### src/rtl/toggle_hs_pkg.sv
// Shared constants and state encoding for the toggle handshake receiver.
package toggle_hs_pkg;

  localparam int unsigned DEF_DATA_W      = 8;
  localparam int unsigned DEF_SYNC_STAGES = 2;
  localparam int unsigned CNT_W           = 8;

  localparam logic ST_IDLE  = 1'b0;
  localparam logic ST_VALID = 1'b1;

  typedef enum logic {
    IDLE  = ST_IDLE,
    VALID = ST_VALID
  } state_e;

endpackage

### src/rtl/toggle_hs_rx_sync.sv
// Multi-flop level synchronizer plus edge-history flop; flags each level change.
// Used on the request path here and on the ack return path in the transmitter.
module toggle_sync
  import toggle_hs_pkg::*;
#(
  parameter int unsigned SYNC_STAGES = DEF_SYNC_STAGES  // must be >= 2
) (
  input  logic clk,
  input  logic rst,
  input  logic din,
  output logic dout_sync,
  output logic toggle_det
);

  logic [SYNC_STAGES-1:0] sync_q;
  logic                   prev_q;

  // Shift the asynchronous level through the chain and remember the last synced level.
  always_ff @(posedge clk or negedge rst) begin
    if (!rst) begin
      sync_q <= '0;
      prev_q <= 1'b0;
    end else begin
      sync_q <= {sync_q[SYNC_STAGES-2:0], din};
      prev_q <= sync_q[SYNC_STAGES-1];
    end
  end

  assign dout_sync  = sync_q[SYNC_STAGES-1];
  assign toggle_det = sync_q[SYNC_STAGES-1] ^ prev_q;

endmodule

### src/rtl/toggle_handshake_rx.sv
// Receive side of a two-phase toggle link: sync req, capture word, valid/ready out, ack toggle back.
module toggle_handshake_rx
  import toggle_hs_pkg::*;
#(
  parameter int unsigned DATA_W      = DEF_DATA_W,
  parameter int unsigned SYNC_STAGES = DEF_SYNC_STAGES
) (
  input  logic              clk,
  input  logic              rst,
  input  logic              req_tgl,
  input  logic [DATA_W-1:0] data_in,
  output logic              ack_tgl,
  output logic [DATA_W-1:0] dout,
  output logic              dout_valid,
  input  logic              dout_ready,
  output logic [CNT_W-1:0]  evt_count,
  output logic              overrun
);

  state_e state;
  logic   toggle_det;
  logic   req_sync_unused;

  toggle_sync #(
    .SYNC_STAGES(SYNC_STAGES)
  ) u_req_sync (
    .clk       (clk),
    .rst       (rst),
    .din       (req_tgl),
    .dout_sync (req_sync_unused),
    .toggle_det(toggle_det)
  );

  // Capture on a detected toggle, hold until accepted, then flip ack and count.
  // A toggle seen while a word is still pending is dropped and flagged sticky.
  always_ff @(posedge clk or negedge rst) begin
    if (!rst) begin
      state      <= IDLE;
      ack_tgl    <= 1'b0;
      dout       <= '0;
      dout_valid <= 1'b0;
      evt_count  <= '0;
      overrun    <= 1'b0;
    end else begin
      case (state)
        IDLE: begin
          if (toggle_det) begin
            dout       <= data_in;
            dout_valid <= 1'b1;
            state      <= VALID;
          end
        end
        VALID: begin
          if (toggle_det) begin
            overrun <= 1'b1;
          end
          if (dout_valid && dout_ready) begin
            dout_valid <= 1'b0;
            ack_tgl    <= ~ack_tgl;
            evt_count  <= evt_count + CNT_W'(1);
            state      <= IDLE;
          end
        end
        default: state <= IDLE;
      endcase
    end
  end

endmodule

### config.mk
export PLATFORM = sky130hd
export DESIGN_NAME = toggle_handshake_rx
export DESIGN_NICKNAME = d
export VERILOG_FILES = /design/src/rtl/toggle_hs_pkg.sv /design/src/rtl/toggle_hs_rx_sync.sv /design/src/rtl/toggle_handshake_rx.sv
export SDC_FILE = /design/constraint.sdc
export NUM_CORES = 1
export LEC_CHECK = 0
export ABC_AREA = 1
export CAP_MARGIN = 20
export CORE_ASPECT_RATIO = 1.2
export CORE_MARGIN = 1
export CORE_UTILIZATION = 40
export DETAILED_ROUTE_END_ITERATION = 10
export GPL_ROUTABILITY_DRIVEN = 0
export PLACE_DENSITY = 0.83
export RECOVER_POWER = 25
export SKIP_LAST_GASP = 1
export SYNTH_ARGS = -nofsm -noshare
export SYNTH_HDL_FRONTEND = slang
export SYNTH_HIERARCHICAL = 1
export SYNTH_SLANG_ARGS = --single-unit
### constraint.sdc
create_clock -name clk -period 1.33 [get_ports clk]
set_input_delay 0.266 -clock clk [delete_from_list [all_inputs] [get_ports clk]]
set_output_delay 0.266 -clock clk [all_outputs]
set_load 0.01 [all_outputs]
Yosys cells after proc, flatten, opt, wreduce, memory -nomap -nowiden
Index checks and enable logic that the tools add are counted.

$add $sub $neg: 1. Equality and inequality tests: 2. Mux-type cells: 6. Bitwise operators: 3. Reductions and logical operators: 5.

Operators with widths (number): $add A8 B1 Y8 const B (1); $reduce_and A2 Y1 (4); $mux W1 (4); $pmux W1 S2 (2); $ne A2 B1 Y1 const B (1); $ne A2 B2 Y1 const B (1); $not A1 Y1 (2); $logic_and A1 B1 Y1 (1); $xor A1 B1 Y1 (1).

Register bits after elaboration: 23. Word-level logic and storage cells: 25.

Depth between registers and ports, before layout
Word-level depth: 3. Depth in mapped cells: 7. Mapped depth without buffers: 7.

Hierarchy
Netlist, hierarchy kept.

By module, submodules not included: toggle_handshake_rx (times used 1, cells each 97, area an instance 878.3 µm²); toggle_sync (times used 1, cells each 8, area an instance 93.8 µm²).

Worst setup path before layout
No wires, ideal clock.

Path type: reg2reg. From: register evt_count[1]. To: register evt_count[6]. Setup time: 0.113 ns. Arrival time: 0.968 ns. Path slack: 0.250 ns. Cell stages (with the launch flop): 7. Clock period less this slack: 1.080 ns. Path through: dfrtp_1 ha_1 nand3_1 nor2_2 nand3_1 nand2_1 inv_1.

Cells in the longest elaborated chain, start to end: 1.

Ends and longest elaborated chain: start: declaration (line toggle_handshake_rx.sv:16) `output logic [CNT_W-1:0] evt_count,`; start signal: assignment (line toggle_handshake_rx.sv:60) `evt_count <= evt_count + CNT_W'(1);`; $add A8 B1 Y8 (line toggle_handshake_rx.sv:60).

Every way passes these cells. A chain may end at the register's enable or synchronous reset.

Final worst setup path
From: register evt_count[0]. To: output evt_count[0].

No word-level cell between the ends.

==> reports/results.md <==
* count of clock tree sinks: 23
* run status: finished, final reports clean
* Final Slew Violations: 0
* RSZ-0062 raised after global routing: no
* Hold Buf Count CTS: 0
* Tightest Pin Transition: 576 ps
* number of violations of the max-capacitance limit: 0
* most frequent cells after synthesis: nand2_1 (35), dfrtp_1 (23), nand3_1 (14)
* Worst Setup Slack, final: 56.3 ps
* Initial Util: 0.422
* pin count of the biggest net entering global routing: 24
* critical path, cell by cell: dlygate4sd2_1
* worst IR drop on VDD: 1.13 mV
* dpl ws: -67.8 ps
* Clock H-tree levels: 1
* Worst Hold Margin: 380 ps
* number of placement rows: 19
* Worst path max stage delay: 420 ps
* gate count of the mapped netlist: 105
* final hold violation count: 0
* Placed Instances: 171
* number of enable flip-flop cells after synthesis: 0
* worst hold path startpoint: u_req_sync/sync_q[0]
* reg-to-reg slack, setup: 130 ps
* number of buffer and inverter stages on the critical path: 1
* vertical die dimension: 56.0 um
* pwr/cell area: 1820 mW/mm^2
* via count of the first global-routing pass: 785
* Final Cycle Share: 0.958
* leakage dissipation: 0.000750 uW
* startpoint of the lowest-slack register-to-register path: evt_count[0]
* Tot GR Track Use: 0.173
* TritonCTS Buffers: 3
* drt initial violations: 13
* vias post-DR: 836
* critical path depth in cells: 1
* most frequent cell after synthesis: nand2_1
* top cells by area in the synthesized netlist: dfrtp_1 (59%), nand2_1 (14%), nand3_1 (7.2%)
* area growth from synthesis to layout: 44.9%
* type of element launching the critical path: flop
* final core occ: 0.611
* # setup viols final: 0
* library cell occupying the most area in the post-synthesis netlist: dfrtp_1
* fraction of post-synthesis cell area in the top cell type by area: 0.592
* Crit-path slowest cell: dfrtp_1
* DRC viols: 0
* critical path start-end classification: reg2out
* CP required: 1060 ps
* share of layout cells above drive strength 1: 0.146
* area enclosed by the die boundary: 0.00263 mm^2
* horizontal die dimension: 47.0 um
* area of the mapped netlist: 972 um^2
* number of antenna violations at the first check in global routing: 0
* post-DP HPWL: 1.57 mm
* Synth warnings: 6
* CP Data Arrival Time: 1010 ps
* sequential share of the synthesized area: 0.592
* top cell family by delay on the critical path: flip-flops
* final non-filler cell total: 182
* worst slew margin relative to its limit: 0.616
* number of distinct library cell variants in the gate-level netlist after synthesis: 17
* leftover overflow at the end of global routing: 0
* Max Buffers Root-to-Sink: 2
* hold path depth: 0
* Std-Cell Core Area: 0.00231 mm^2
* accumulated negative setup slack: 0 ps
* clk_lat worst skew: 300 ps
* global-route wire length before repair: 3.34 mm
* antenna viol nets, final: 0
* FFs w/ async S/R, synth: 1.00
* number of buffers inserted by port buffering: 30
* top fanout value on the critical path: 2
* Min-Delay Endpoint: u_req_sync/sync_q[1]
* sum of routed wire length over all layers: 2.20 mm
* mean area per synthesized cell: 9.26 um^2
* Max Clock Freq: 785 MHz
* CTS tree: yes
* post-synthesis net count: 118
* count of inserted antenna diode cells: 0
* worst reg-to-reg path cell count: 8
* Most used DFF post-synth: dfrtp_1
* clock tree root buffer cell: clkbuf_4
* worst r2r dst: evt_count[6]
* type of destination of the critical path: output port
* minimum clock period after layout: 1270 ps
* flip-flop and latch count after synthesis: 23
* Initial DRT Pass Iterations: 4
* final routed wire length divided by cell count: 12.1 um
* Worst Clk Skew: 2.34 ps
* clock slew at the register clock pins of the worst setup and hold paths: 120 ps
* Hold/Removal Path Class: reg2reg
* boundary pin count: 31
* post-DR vias/cell: 4.59
* number of nets in the finished design: 165
==> state kept, by name (all words and copies together), names as in the netlist <==
name	cells
dout	8
evt_count	8
u_req_sync/sync_q	2
ack_tgl	1
dout_valid	1
overrun	1
state	1
u_req_sync/prev_q	1
==> logic make-up (layout without fill, tap and decap cells) <==
logic type                 after synthesis  after routing  synth area share
and+or+nand+nor                         61             61             0.287
DFF                                     23             23             0.592
buffers and inverters                   13             59            0.0502
xor gates and xnor gates                 5              5            0.0450
AOI/OAI and AO/OA                        2              2            0.0129
adders and majority gates                1              1            0.0129
==> layout by cell type (no fill, tap or decap), drive strengths merged <==
cell	n
nor2	9
xor2	4
dlymetal6s2s	1
nand2	36
ha	1
a21o	1
dlygate4sd2	18
o21ai	1
buf	12
inv	12
clkbuf	5
dlygate4sd3	2
xnor2	1
dfrtp	23
clkdlybuf4s50	9
nand3b	1
nand3	15
==> stage by stage <==
stage	instance area, um^2	power [uW]
2_1_floorplan	972	1640
3_3_place_gp	1350	2280
3_5_place_dp	1350	2330
4_1_cts	1410	2590
5_1_grt	1410	2750
6_report	1410	2560
==> cell type report <==
type	count	area, um^2
Tap cell	31	38.8
Fill cell	221	897
Timing Repair Buffer	43	375
Inverter	12	45.0
Clock buffer	4	26.3
Sequential cell	23	576
Multi-Input combinational cell	69	348
==> per-layer routing <==
layer | global-route usage | routed length, um | vias up
li1 | - | - | 418
met1 | 0.202 | 954 | 380
met2 | 0.304 | 1080 | 34
met3 | 0.0390 | 137 | 4
met4 | 0.0449 | 33 | 0
met5 | 0 | 0 | -
==> repair_timing <==
action | in CTS | in global routing
gates resized for setup | 18 | 1
cloned | 0 | 0
setup buffers | 7 | 0
setup endpoints to repair | 19 | 1
==> how the worst max path moves through the flow <==
stage | slack, ps | from | to
after global placement | -40 | dout_ready | evt_count[7]
after global routing | 10 | evt_count[0] | evt_count[0]
after CTS | -170 | evt_count[1] | evt_count[1]
after floorplan | 250 | evt_count[1] | evt_count[6]
final | 60 | evt_count[0] | evt_count[0]
after detailed placement | -70 | dout_ready | evt_count[7]
==> report_power, final <==
| group | internal, uW | switching (uW) |
|---|---|---|
| Clock | 117 | 197 |
| Sequential | 938 | 147 |
| Combinational | 553 | 609 |
(Power assumes the default switching activity.)
